File: config.mk
export PLATFORM = sky130hd
export DESIGN_NAME = serial_subtractor
export DESIGN_NICKNAME = d
export VERILOG_FILES = /design/src/rtl/serial_subtractor_pkg.sv /design/src/rtl/serial_subtractor_fs.sv /design/src/rtl/serial_subtractor.sv
export SDC_FILE = /design/constraint.sdc
export NUM_CORES = 1
export LEC_CHECK = 0
export ABC_AREA = 1
export CAP_MARGIN = 40
export CORE_MARGIN = 5
export CORE_UTILIZATION = 55
export DETAILED_ROUTE_END_ITERATION = 8
export PLACE_DENSITY_LB_ADDON = 0.08
export SYNTH_ARGS = -nofsm -noshare
export SYNTH_HDL_FRONTEND = slang
export SYNTH_SLANG_ARGS = --single-unit
export TNS_END_PERCENT = 5
File: constraint.sdc
create_clock -name clk -period 5.6 [get_ports clk]
set_clock_uncertainty 0.15 [all_clocks]
set_input_delay 1.12 -clock clk [delete_from_list [all_inputs] [get_ports clk]]
set_output_delay 1.12 -clock clk [all_outputs]
set_load 0.02 [all_outputs]
File: src/rtl/serial_subtractor_pkg.sv
// Shared definitions for the bit-serial subtractor: FSM state encoding,
// default operand width and the bit-counter width helper.
package serial_subtractor_pkg;

    localparam int DEFAULT_WIDTH = 16;
    localparam int DEFAULT_CNT_W = $clog2(DEFAULT_WIDTH);

    typedef enum logic [1:0] {
        ST_IDLE = 2'd0,
        ST_BUSY = 2'd1,
        ST_DONE = 2'd2
    } state_t;

    // Counter must index bits 0..w-1; never narrower than one bit.
    function automatic int cnt_width(input int w);
        return (w < 2) ? 1 : $clog2(w);
    endfunction

endpackage

File: src/rtl/serial_subtractor_fs.sv
// Combinational full-subtractor cell: d = x - y - bi, with borrow out bo.
module serial_subtractor_fs (
    input  logic x,
    input  logic y,
    input  logic bi,
    output logic d,
    output logic bo
);

    assign d  = x ^ y ^ bi;
    assign bo = (~x & y) | (~(x ^ y) & bi);

endmodule

File: src/rtl/serial_subtractor.sv
// Bit-serial two's-complement subtractor: diff = a - b - bin, LSB first,
// one bit per clock through a single full-subtractor cell.
//
// Handshake: start is sampled only in IDLE; when accepted the operands are
// latched and busy stays high for WIDTH cycles, then done pulses for exactly
// one cycle while diff/bout (and flags) are final. diff/bout hold until the
// next completed operation or reset. start in BUSY/DONE is ignored.
//
// Build option: define SERSUB_FLAGS_EN to build the zr/ng/ovf status flags;
// otherwise those ports are tied to 0 and no flag logic exists.
module serial_subtractor
    import serial_subtractor_pkg::*;
#(
    parameter int WIDTH = DEFAULT_WIDTH
) (
    input  logic             clk,
    input  logic             reset,
    input  logic             start,
    input  logic [WIDTH-1:0] a,
    input  logic [WIDTH-1:0] b,
    input  logic             bin,
    output logic             busy,
    output logic             done,
    output logic [WIDTH-1:0] diff,
    output logic             bout,
    output logic             zr,
    output logic             ng,
    output logic             ovf,
    output logic [1:0]       dbg_state
);

    localparam int CW = cnt_width(WIDTH);

    state_t           state;
    state_t           state_nx;
    logic [WIDTH-1:0] a_sh;
    logic [WIDTH-1:0] b_sh;
    logic [WIDTH-2:0] r_sh;     // upper result bits collected so far
    logic [WIDTH-1:0] res_nx;   // result as it would stand after this bit
    logic             brw;
    logic [CW-1:0]    cnt;
    logic             d_bit;
    logic             bo_bit;
    logic             last;
    logic             accept;

    serial_subtractor_fs u_fs (
        .x  (a_sh[0]),
        .y  (b_sh[0]),
        .bi (brw),
        .d  (d_bit),
        .bo (bo_bit)
    );

    assign last      = (cnt == CW'(WIDTH - 1));
    assign accept    = (state == ST_IDLE) && start;
    assign res_nx    = {d_bit, r_sh};
    assign dbg_state = state;

    // State register; reset aborts any operation in flight.
    always_ff @(posedge clk or posedge reset) begin
        if (reset) state <= ST_IDLE;
        else       state <= state_nx;
    end

    // Next-state decode and state-derived handshake outputs.
    always_comb begin
        state_nx = state;
        busy     = 1'b0;
        done     = 1'b0;
        case (state)
            ST_IDLE: if (start) state_nx = ST_BUSY;
            ST_BUSY: begin
                busy = 1'b1;
                if (last) state_nx = ST_DONE;
            end
            ST_DONE: begin
                done     = 1'b1;
                state_nx = ST_IDLE;
            end
            default: state_nx = ST_IDLE;
        endcase
    end

    // Operand shift registers, borrow flop, counter and result capture.
    always_ff @(posedge clk or posedge reset) begin
        if (reset) begin
            a_sh <= '0;
            b_sh <= '0;
            r_sh <= '0;
            brw  <= 1'b0;
            cnt  <= '0;
            diff <= '0;
            bout <= 1'b0;
        end else if (accept) begin
            a_sh <= a;
            b_sh <= b;
            brw  <= bin;
            cnt  <= '0;
        end else if (state == ST_BUSY) begin
            a_sh <= a_sh >> 1;
            b_sh <= b_sh >> 1;
            r_sh <= res_nx[WIDTH-1:1];
            brw  <= bo_bit;
            cnt  <= cnt + 1'b1;
            if (last) begin
                diff <= res_nx;
                bout <= bo_bit;
            end
        end
    end

`ifdef SERSUB_FLAGS_EN
    logic sign_a;
    logic sign_b;

    // Operand signs captured at start; flags registered alongside diff.
    always_ff @(posedge clk or posedge reset) begin
        if (reset) begin
            sign_a <= 1'b0;
            sign_b <= 1'b0;
            zr     <= 1'b0;
            ng     <= 1'b0;
            ovf    <= 1'b0;
        end else if (accept) begin
            sign_a <= a[WIDTH-1];
            sign_b <= b[WIDTH-1];
        end else if ((state == ST_BUSY) && last) begin
            zr  <= (res_nx == '0);
            ng  <= d_bit;
            ovf <= (sign_a ^ sign_b) & (d_bit ^ sign_a);
        end
    end
`else
    assign zr  = 1'b0;
    assign ng  = 1'b0;
    assign ovf = 1'b0;
`endif

endmodule
==> metrics.md <==
| Metric | Value |
|---|---|
| Outcome | complete, no violations |
| EDFF count, synth | 0 |
| DR pass1 iterations | 5 |
| Area growth syn-to-layout | 26.3% |
| Clock Tree Buf Depth | 2 |
| Peak VDD IR | 299 µV |
| Mapped cell area | 3050 µm² |
| Delay of the slowest critical-path stage | 0.75 ns |
| Critical R2R Capture | a_sh[11]$_DFFE_PP0P_ |
| Most common library cells after synthesis | nand2_1 (151), dfrtp_1 (71), nand3_1 (70) |
| CTS H-tree depth | 3 |
| Hold Crit Start | a_sh[15]$_DFFE_PP0P_ |
| Synth Warn # | 0 |
| Crit. End Element | output port |
| I/O pin count | 60 |
| RD Place Congestion | 0.769 |
| Die W | 84.5 µm |
| CP Data Required Time | 4.33 ns |
| Global-route wire length before repair | 11.6 mm |
| Routed len/inst | 13.6 µm |
| FP Rows | 27 |
| Number of diodes | 0 |
| Slew Viols, Final | 0 |
| Leakage | 1.89 nW |
| DRT Wirelength | 6.52 mm |
| Total track usage | 0.197 |
| Slew Limit Headroom | 0.451 |
| Min Tclk post-route | 3.51 ns |
| Worst skew pair latency | 0.34 ns |
| Final Net Count | 440 |
| Die area | 7140 µm² |
| Synth top area cells | dfrtp_1 (58%), nand2_1 (19%), nand3_1 (11%) |
| Hold Crit Class | reg2reg |
| Worst-Margin Slew | 0.823 ns |
| Most numerous cell in the Yosys netlist | nand2_1 |
| Detailed Place HPWL | 4.07 mm |
| Netlist cell types | 21 |
| R2r worst-path depth | 7 |
| Clk slew on worst S/H paths | 0.08 ns |
| Crit path arrival time | 2.24 ns |
| Setup_tns | 0 ns |
| Vias in the first global route | 2550 |
| Initial antenna violation count | 0 |
| Via density | 5.38 |
| Final Hold Viols | 0 |
| Synth top area share | 0.582 |
| PD cells | 516 nW/µm² |
| Largest net degree at the start of global routing | 73 |
| Routed vias | 2578 |
| Synthesized instance count | 353 |
| Reg2reg start | dbg_state[1]$_DFFE_PP0P_ |
| Detailed-route DRC error count | 0 |
| Setup CP Type | reg2out |
| Worst hold path endpoint | a_sh[14]$_DFFE_PP0P_ |
| CTS Hold Buffers Added | 0 |
| Root Driver | clkbuf_8 |
| 1st-iter DRT viols | 220 |
| Post-Route Utilization | 0.708 |
| Setup violators final | 0 |
| Total gr overflow | 0 |
| Tcrit/Tclk final | 0.626 |
| Hold Path Depth | 2 |
| Synth area leader | dfrtp_1 |
| FMAX | 0.285 GHz |
| CTS tree | yes |
| Synth async-reset ratio | 1.00 |
| Die extent in y | 84.5 µm |
| PortBufs | 56 |
| Crit-path max FO | 50 |
| Final ANT Viol Nets | 0 |
| Postcts setup bufs | 0 |
| Critical path's slowest cell | clkdlybuf4s50_1 |
| Prevailing post-synth register cell | dfrtp_1 |
| Reg2reg setup slack | 3.68 ns |
| Initial Util | 0.561 |
| Synth Area per Inst | 8.64 µm² |
| Yosys reg bits | 71 |
| CP Launch Type | register |
| CORE AREA | 5440 µm² |
| Layout cells sized above 1 | 0.0663 |
| MaxCap Viol Count | 0 |
| RSZ-0062 raised after global routing | false |
| Post-CTS Resized | 0 |
| Sequential share of the synthesized area | 0.582 |
| CTS buffer count | 9 |
| Critical path cell sequence | nand2_2, inv_2, clkdlybuf4s50_1 |
| Clk sinks | 71 |
==> routing by layer <==
layer	track usage	vias up	routed length [µm]	part of all wire
met2	0.312	78	3110	0.48
met5	0	-	0	0
met3	0.0451	11	373	0.057
met4	0.0763	0	75	0.011
met1	0.264	1260	2960	0.45
li1	-	1229	-	-
==> area by class of cell <==
| cell class | instances | area (µm²) |
|---|---|---|
| well taps | 72 | 90.1 |
| multi-input cells | 253 | 1130 |
| fillers | 428 | 1590 |
| clock buffers | 11 | 151 |
| flip-flops and latches | 71 | 1780 |
| clock inverters | 5 | 80.1 |
| repair buffers | 60 | 598 |
| inverters | 7 | 26.3 |
==> placed cells by master, fill, tap and decap left out <==
cell	netlist	routed
nand2_1	151	151
dfrtp_1	71	71
nand3_1	70	70
clkdlybuf4s50_1	0	56
o21ai_0	20	20
clkbuf_8	0	11
inv_1	5	4
inv_2	2	3
conb_1	1	3
buf_4	3	3
clkinvlp_4	0	2
bufinv_16	0	2
nand2_2	1	1
nand3_4	1	1
nor2_8	1	1
xnor2_1	1	1
nor2_2	1	1
nor2_1	1	1
nand4_1	1	1
fa_1	1	1
ha_1	1	1
clkinv_2	0	1
buf_8	0	1
==> critical path, delay by kind of cell (launching register included) <==
family                 cells  cell delay [ns]
buffers and inverters      2             1.35
flip-flops                 1             0.45
AND/OR/NAND/NOR            1             0.09
==> flip-flops by register name (all words and copies together) (netlist names) <==
register   flops
b_sh          16
brw            1
dbg_state      2
a_sh          16
cnt            4
diff          16
bout           1
r_sh          15
==> how the worst max path moves through the flow <==
stage / startpoint / endpoint / cells after the start
finish: dbg_state[0]$_DFFE_PP0P_ / busy / 3
global placement: start / b_sh[13]$_DFFE_PP0P_ / 6
CTS: dbg_state[0]$_DFFE_PP0P_ / busy / 3
global route: dbg_state[0]$_DFFE_PP0P_ / busy / 3
detailed placement: dbg_state[0]$_DFFE_PP0P_ / busy / 3
floorplan: reset / a_sh[0]$_DFFE_PP0P_ / 1
==> power by group <==
part,internal (mW),switching (mW),leakage [nW],total [mW]
sequential,0.720,0.135,0.916,0.855
clock,0.274,0.190,0.112,0.464
combinational,0.270,0.399,0.858,0.669
total,1.26,0.724,1.89,1.99
==> metrics by stage <==
stage / cells / worst slack, ns / hold WS, ns / power (mW) / instance area (µm²)
floorplan: 355 / 2.53 / 0.299 / 1.29 / 3060
global placement: 462 / 2.30 / 0.319 / 1.50 / 3610
detailed placement: 463 / 2.44 / 0.326 / 1.54 / 3620
CTS: 479 / 2.07 / 0.341 / 2.01 / 3850
global route: 479 / 1.97 / 0.360 / 2.14 / 3850
finish: 479 / 2.09 / 0.338 / 1.99 / 3850
==> cell families (layout without fill, tap and decap cells) <==
| logic type | count (synthesis) | in the layout | share of synthesized area |
|---|---|---|---|
| AND/OR/NAND/NOR | 227 | 227 | 0.320 |
| flip-flops | 71 | 71 | 0.582 |
| buffers and inverters | 31 | 83 | 0.0496 |
| other | 1 | 3 | 0.00123 |
| AO/OA/AOI/OAI | 20 | 20 | 0.0328 |
| XOR/XNOR | 1 | 1 | 0.00287 |
| adder cells (fa/ha/maj) | 2 | 2 | 0.0107 |
No activity file was read; power rests on OpenSTA's default activity.
